<file path="config.mk">
export PLATFORM = sky130hd
export DESIGN_NAME = cutoff_envelope
export DESIGN_NICKNAME = d
export VERILOG_FILES = /design/src/rtl/cutoff_envelope.sv
export SDC_FILE = /design/constraint.sdc
export NUM_CORES = 1
export LEC_CHECK = 0
export ABC_CLOCK_PERIOD_IN_PS = 7000
export BUFFER_PORTS_ARGS = -buffer_cell sky130_fd_sc_hd__buf_2
export CAP_MARGIN = 20
export CELL_PAD_IN_SITES_DETAIL_PLACEMENT = 1
export CELL_PAD_IN_SITES_GLOBAL_PLACEMENT = 2
export CORE_ASPECT_RATIO = 1.1
export CORE_MARGIN = 4
export CORE_UTILIZATION = 35
export CTS_CLUSTER_SIZE = 40
export DETAILED_ROUTE_END_ITERATION = 12
export GPL_TIMING_DRIVEN = 0
export HOLD_SLACK_MARGIN = 0.03
export PLACE_DENSITY = 0.87
export SYNTH_ARGS = -nofsm -noshare
export SYNTH_HDL_FRONTEND = slang
export SYNTH_SLANG_ARGS = --single-unit
</file>
<file path="constraint.sdc">
create_clock -name clk -period 7 [get_ports clk]
set_clock_uncertainty 0.1 [all_clocks]
set_input_delay 1.05 -clock clk [delete_from_list [all_inputs] [get_ports clk]]
set_output_delay 1.05 -clock clk [all_outputs]
set_load 0.01 [all_outputs]
</file>
<file path="src/rtl/cutoff_envelope.sv">
// Attack/decay/sustain/release envelope that produces the alpha coefficient of a
// one-pole lowpass. All state advances only on sample_tick strobes.
module cutoff_envelope #(
  parameter int ALPHA_MIN = 16,
  parameter int ALPHA_MAX = 200,
  parameter int RATE_BITS = 16
) (
  input  logic                 clk,
  input  logic                 rst_n,
  input  logic                 sample_tick,
  input  logic                 gate,
  input  logic [RATE_BITS-1:0] attack_rate,
  input  logic [RATE_BITS-1:0] decay_rate,
  input  logic [RATE_BITS-1:0] release_rate,
  input  logic [7:0]           sustain,
  output logic signed [8:0]    alpha,
  output logic [2:0]           state,
  output logic                 done
);

  localparam logic [7:0] AMIN = 8'(ALPHA_MIN);
  localparam logic [7:0] AMAX = 8'(ALPHA_MAX);

  typedef enum logic [2:0] {
    IDLE    = 3'd0,
    ATTACK  = 3'd1,
    DECAY   = 3'd2,
    SUSTAIN = 3'd3,
    RELEASE = 3'd4
  } state_t;

  state_t               state_q, state_d;
  logic [7:0]           level_q, level_d;
  logic [RATE_BITS-1:0] presc_q, presc_d;
  logic                 gate_prev_q;
  logic                 armed_q;
  logic                 done_q, done_d;

  logic [RATE_BITS-1:0] active_rate;
  logic [RATE_BITS-1:0] presc_inc;
  logic [7:0]           sus_eff;
  logic [7:0]           lvl_up, lvl_dn;
  logic                 step, rise;

  function automatic logic [7:0] sat_inc(input logic [7:0] l);
    return (l >= AMAX) ? AMAX : l + 8'd1;
  endfunction

  function automatic logic [7:0] sat_dec(input logic [7:0] l);
    return (l <= AMIN) ? AMIN : l - 8'd1;
  endfunction

  function automatic logic [7:0] clamp_level(input logic [7:0] l);
    if (l < AMIN) return AMIN;
    if (l > AMAX) return AMAX;
    return l;
  endfunction

  // A rise only counts once gate has been seen low since reset, so a gate
  // still held high across a reset cannot restart the envelope.
  assign rise    = gate & ~gate_prev_q & armed_q;
  assign sus_eff = clamp_level(sustain);
  assign lvl_up  = sat_inc(level_q);
  assign lvl_dn  = sat_dec(level_q);

  always_comb begin
    case (state_q)
      ATTACK:  active_rate = attack_rate;
      DECAY:   active_rate = decay_rate;
      RELEASE: active_rate = release_rate;
      default: active_rate = '0;
    endcase
  end

  assign step      = (presc_q == active_rate);
  assign presc_inc = step ? '0 : presc_q + RATE_BITS'(1);

  always_comb begin
    state_d = state_q;
    level_d = level_q;
    presc_d = presc_q;
    done_d  = 1'b0;
    case (state_q)
      IDLE: begin
        level_d = AMIN;
        presc_d = '0;
        if (rise) state_d = ATTACK;
      end
      ATTACK: begin
        presc_d = presc_inc;
        if (step) level_d = lvl_up;
        if (!gate) state_d = RELEASE;
        else if (step && lvl_up == AMAX) state_d = DECAY;
      end
      DECAY: begin
        presc_d = presc_inc;
        if (!gate) begin
          if (step) level_d = lvl_dn;
          state_d = RELEASE;
        end else if (level_q <= sus_eff) begin
          level_d = sus_eff;
          state_d = SUSTAIN;
        end else if (step) begin
          if (lvl_dn <= sus_eff) begin
            level_d = sus_eff;
            state_d = SUSTAIN;
          end else begin
            level_d = lvl_dn;
          end
        end
      end
      SUSTAIN: begin
        presc_d = '0;
        level_d = sus_eff;
        if (!gate) state_d = RELEASE;
      end
      RELEASE: begin
        presc_d = presc_inc;
        if (rise) begin
          state_d = ATTACK;
        end else if (step) begin
          level_d = lvl_dn;
          if (lvl_dn <= AMIN) begin
            state_d = IDLE;
            done_d  = 1'b1;
          end
        end
      end
      default: begin
        state_d = IDLE;
        level_d = AMIN;
        presc_d = '0;
      end
    endcase
    if (state_d != state_q) presc_d = '0;
  end

  always_ff @(posedge clk or negedge rst_n) begin
    if (!rst_n) begin
      state_q     <= IDLE;
      level_q     <= AMIN;
      presc_q     <= '0;
      gate_prev_q <= 1'b0;
      armed_q     <= 1'b0;
      done_q      <= 1'b0;
    end else begin
      done_q <= sample_tick & done_d;
      if (sample_tick) begin
        state_q     <= state_d;
        level_q     <= level_d;
        presc_q     <= presc_d;
        gate_prev_q <= gate;
        if (!gate) armed_q <= 1'b1;
      end
    end
  end

  assign alpha = {1'b0, level_q};
  assign state = state_q;
  assign done  = done_q;

endmodule
</file>
==> metrics.csv <==
stage;metric;value;unit
run_status;status;complete, no violations;
pwr;combPwrFrac;0.314;
logic_synthesis;yosysWarnings;0;
setup_path;slowest_stage;nor4_1;
min_path;hold_path_class;reg2reg;
clock_tree;clkLatencyLatePin;300;ps
logic_synthesis;async_flop_share;1.00;
cells_and_area;area_delta_synth_final;17.0;%
route;drt_wl_total;13000;um
cells_and_area;final_layout_size_suffix_gt1_frac;0.194;
place;port_buffers;71;
setup_path;regToRegEndpoint;level_q[0];
floorplanning;die_h;115;um
logic_synthesis;avgSynthCellArea;8.09;sq um
logic_synthesis;synthMuxAreaShare;0.0235;
timing;setup_viol;0;
logic_synthesis;yosys.area_share.simple;0.383;
route;first_pass_iters;4;
min_path;hold_depth;1;
pwr;intPower;346;uW
floorplanning;rows;38;
clock_tree;cts_resized;0;
setup_path;end_kind;flop;
place;place_congestion;0.885;
floorplanning;die_w;105;um
route;drtIter0Drc;248;
logic_synthesis;synth_ff_type;dfrtp_1;
logic_synthesis;synthAdderAreaFrac;0.0657;
floorplanning;fp.dieArea;12000;sq um
min_path;whs_endpoint;armed_q;
setup_path;crit_chain;clkbuf_1 -> nor3_1 -> a21boi_1 -> nor2_1 -> ha_1 -> nor2b_1 -> o211ai_1 -> a21oi_1 -> o22ai_1 -> nor4_1 -> a21o_4 -> a211oi_1 -> o31ai_1;
logic_synthesis;syn_nets;526;
place;post-dp-hpwl;10400;um
logic_synthesis;netlist_area;3620;sq um
logic_synthesis;synth-compound-area-share;0.234;
clock_tree;cts_tree;done;
pwr;powerDensity;124;nW/um^2
floorplanning;start_util;0.362;
grt;overflow;0;
cells_and_area;nFillCells;1264;
route;drtAntennaViolNets;0;
setup_path;r2r_cells;13;
timing;max_slew.worst_pin.slew;851;ps
timing;hold_viol_final;0;
timing;finalCritPeriodShare;0.599;
clock_tree;clockBufferDepth;2;
pwr;clock_power_share;0.342;
setup_path;critPathRequiredTime;7080;ps
grt;grt_max_degree;31;
logic_synthesis;synth_cells;447;
place;dp_slack;2610;ps
logic_synthesis;synth.ff_latch_count;30;
cells_and_area;nets;604;
pwr;pwr-share-seq;0.344;
setup_path;cp.arrival;4270;ps
logic_synthesis;seq_area_frac_synth;0.208;
timing;setup_tns;0;ps
clock_tree;cts-buffers-inserted;5;
setup_path;crit_type;reg2reg;
logic_synthesis;ys_types;63;
route;vias;3939;
pwr;p_leak;1.70;nW
floorplanning;io-pin-count;73;
timing;rsz0062_at_grt;no;
timing;fmaxAchievable;0.239;GHz
grt;track_usage;0.219;
timing;setup_slack;2810;ps
route;wl_per_cell;20.0;um
setup_path;worstReg2RegStart;level_q[7];
setup_path;rrSetupSlack;2810;ps
timing;fin_crit;4190;ps
grt;antenna_found_initial;0;
clock_tree;cts_htree_levels;2;
route;vias_per_cell;6.10;
pwr;ir_drop;57.9;uV
cells_and_area;antenna_cells;0;
logic_synthesis;synth_top_family_by_area;simple AND/OR/NAND/NOR gates;
clock_tree;cts_num_sinks;30;
setup_path;cpPeakStageDelay;690;ps
clock_tree;hold_buffers;0;
clock_tree;clk_pin_slew;70;ps
floorplanning;coreArea;9980;sq um
timing;final-max-slew-violation-count;0;
route;drc;0;
setup_path;cp-start-kind;flop;
setup_path;critPathMaxFanout;10;
grt;grt_pass1_vias;3975;
clock_tree;cts_setup_buffers;0;
logic_synthesis;synth_xor_area_frac;0.0218;
grt;grt_pass1_wl;21400;um
flow_run;maxCapViolCount;0;
clock_tree;root_buffer;clkbuf_8;
logic_synthesis;synth-edff-count;0;
pwr;switchingPower;179;uW
timing;maxSlewHeadroom;0.428;
pwr;swShare;0.342;
min_path;min_from;armed_q;
sequential cells by signal (all words and copies together), names as in the netlist:
signal / cells
gate_prev_q: 1
done: 1
armed_q: 1
level_q: 8
presc_q: 16
state: 3
power by group through the flow:
stage	clock network [mW]	registers [mW]	logic, mW
2_1_floorplan	0	0.183	0.102
3_3_place_gp	0	0.184	0.160
3_5_place_dp	0	0.184	0.163
4_1_cts	0.182	0.181	0.164
5_1_grt	0.193	0.181	0.181
6_report	0.180	0.181	0.165
per-stage QoR:
step	instance area (sq um)	hold slack, ps	instances	util	total power, mW
2_1_floorplan	3620	335	447	-	0.285
3_3_place_gp	4120	351	638	0.413	0.344
3_5_place_dp	4120	368	638	0.413	0.347
4_1_cts	4230	388	646	0.424	0.527
5_1_grt	4230	421	646	0.424	0.554
6_report	4230	384	646	0.424	0.525
worst max-delay path, delay by kind of cell (launching register included):
kind	cells	cell delay [ps]
adder cells (fa/ha/maj)	1	340
flip-flops	1	400
AND/OR/NAND/NOR	4	1500
buffers and inverters	1	220
AO/OA/AOI/OAI	7	1510
how the worst max path moves through the flow:
stage | start | slack, ps | end
2_1_floorplan | sustain[0] | 3440 | presc_q[0]
3_3_place_gp | sustain[0] | 2630 | level_q[0]
3_5_place_dp | sustain[4] | 2610 | level_q[0]
4_1_cts | level_q[7] | 2890 | level_q[0]
5_1_grt | level_q[7] | 2540 | level_q[0]
6_report | level_q[7] | 2810 | level_q[0]
metal layers:
metal  global-route usage  vias up  wire (um)
li1                     -     1896          -
met1                0.297     1922       6230
met2                0.362      104       5930
met3               0.0367       17        571
met4               0.0604        0        220
met5                    0        -          0
cells in the mapped netlist, types with 3 or more instances:
library cell | number | area share
o21ai_1 | 4 | 0.0055
or4bb_1 | 7 | 0.022
xnor2_1 | 6 | 0.015
nand4_1 | 16 | 0.028
nand2_1 | 25 | 0.026
dfrtp_1 | 29 | 0.20
a22o_1 | 4 | 0.0097
o2bb2ai_1 | 7 | 0.017
xor2_1 | 3 | 0.0073
nand3_1 | 23 | 0.032
nand2b_1 | 6 | 0.010
o211ai_1 | 3 | 0.0062
a31oi_1 | 22 | 0.038
o21bai_1 | 3 | 0.0062
mux2_2 | 4 | 0.012
and4_1 | 8 | 0.019
a21oi_1 | 28 | 0.039
a211oi_1 | 8 | 0.017
inv_1 | 24 | 0.025
o22ai_1 | 5 | 0.0086
clkbuf_1 | 22 | 0.023
buf_2 | 7 | 0.0097
and3_1 | 5 | 0.0086
nor2b_1 | 4 | 0.0069
and2_1 | 3 | 0.0052
o31ai_1 | 5 | 0.010
ha_1 | 19 | 0.066
mux2i_1 | 4 | 0.011
nand4bb_1 | 41 | 0.13
nor2_1 | 26 | 0.027
nor4b_1 | 6 | 0.015
o21ai_0 | 19 | 0.026
nor3_1 | 12 | 0.017
placed cells by master (no fill, tap or decap), drive strengths merged, types with 13 or more instances in the layout:
cell and n:
nor2 27, nand3 23, dfrtp 29, o21ai 23, nand4 16, nand4bb 41
clkbuf 27, ha 19, inv 24, nand2 25, a21oi 28, nor3 13
buf 80, a31oi 22
layout make-up:
cell class	count	area [sq um]	share of cell area
clock buffers	5	68.8	0.0163
clock inverters	3	40.0	0.00946
plain buffers	31	136	0.0322
multi-input cells	362	2640	0.624
inverters	24	90.1	0.0213
well taps	120	150	0.0355
flip-flops and latches	30	752	0.178
repair buffers	71	355	0.0840
cells by family after synthesis:
group / after synthesis
compound gates: 128
fa+ha+maj: 19
other cells: 1
simple gates: 197
xor+xnor: 9
mux: 8
flops: 30
buf+inv: 55
(Power assumes the default switching activity.)
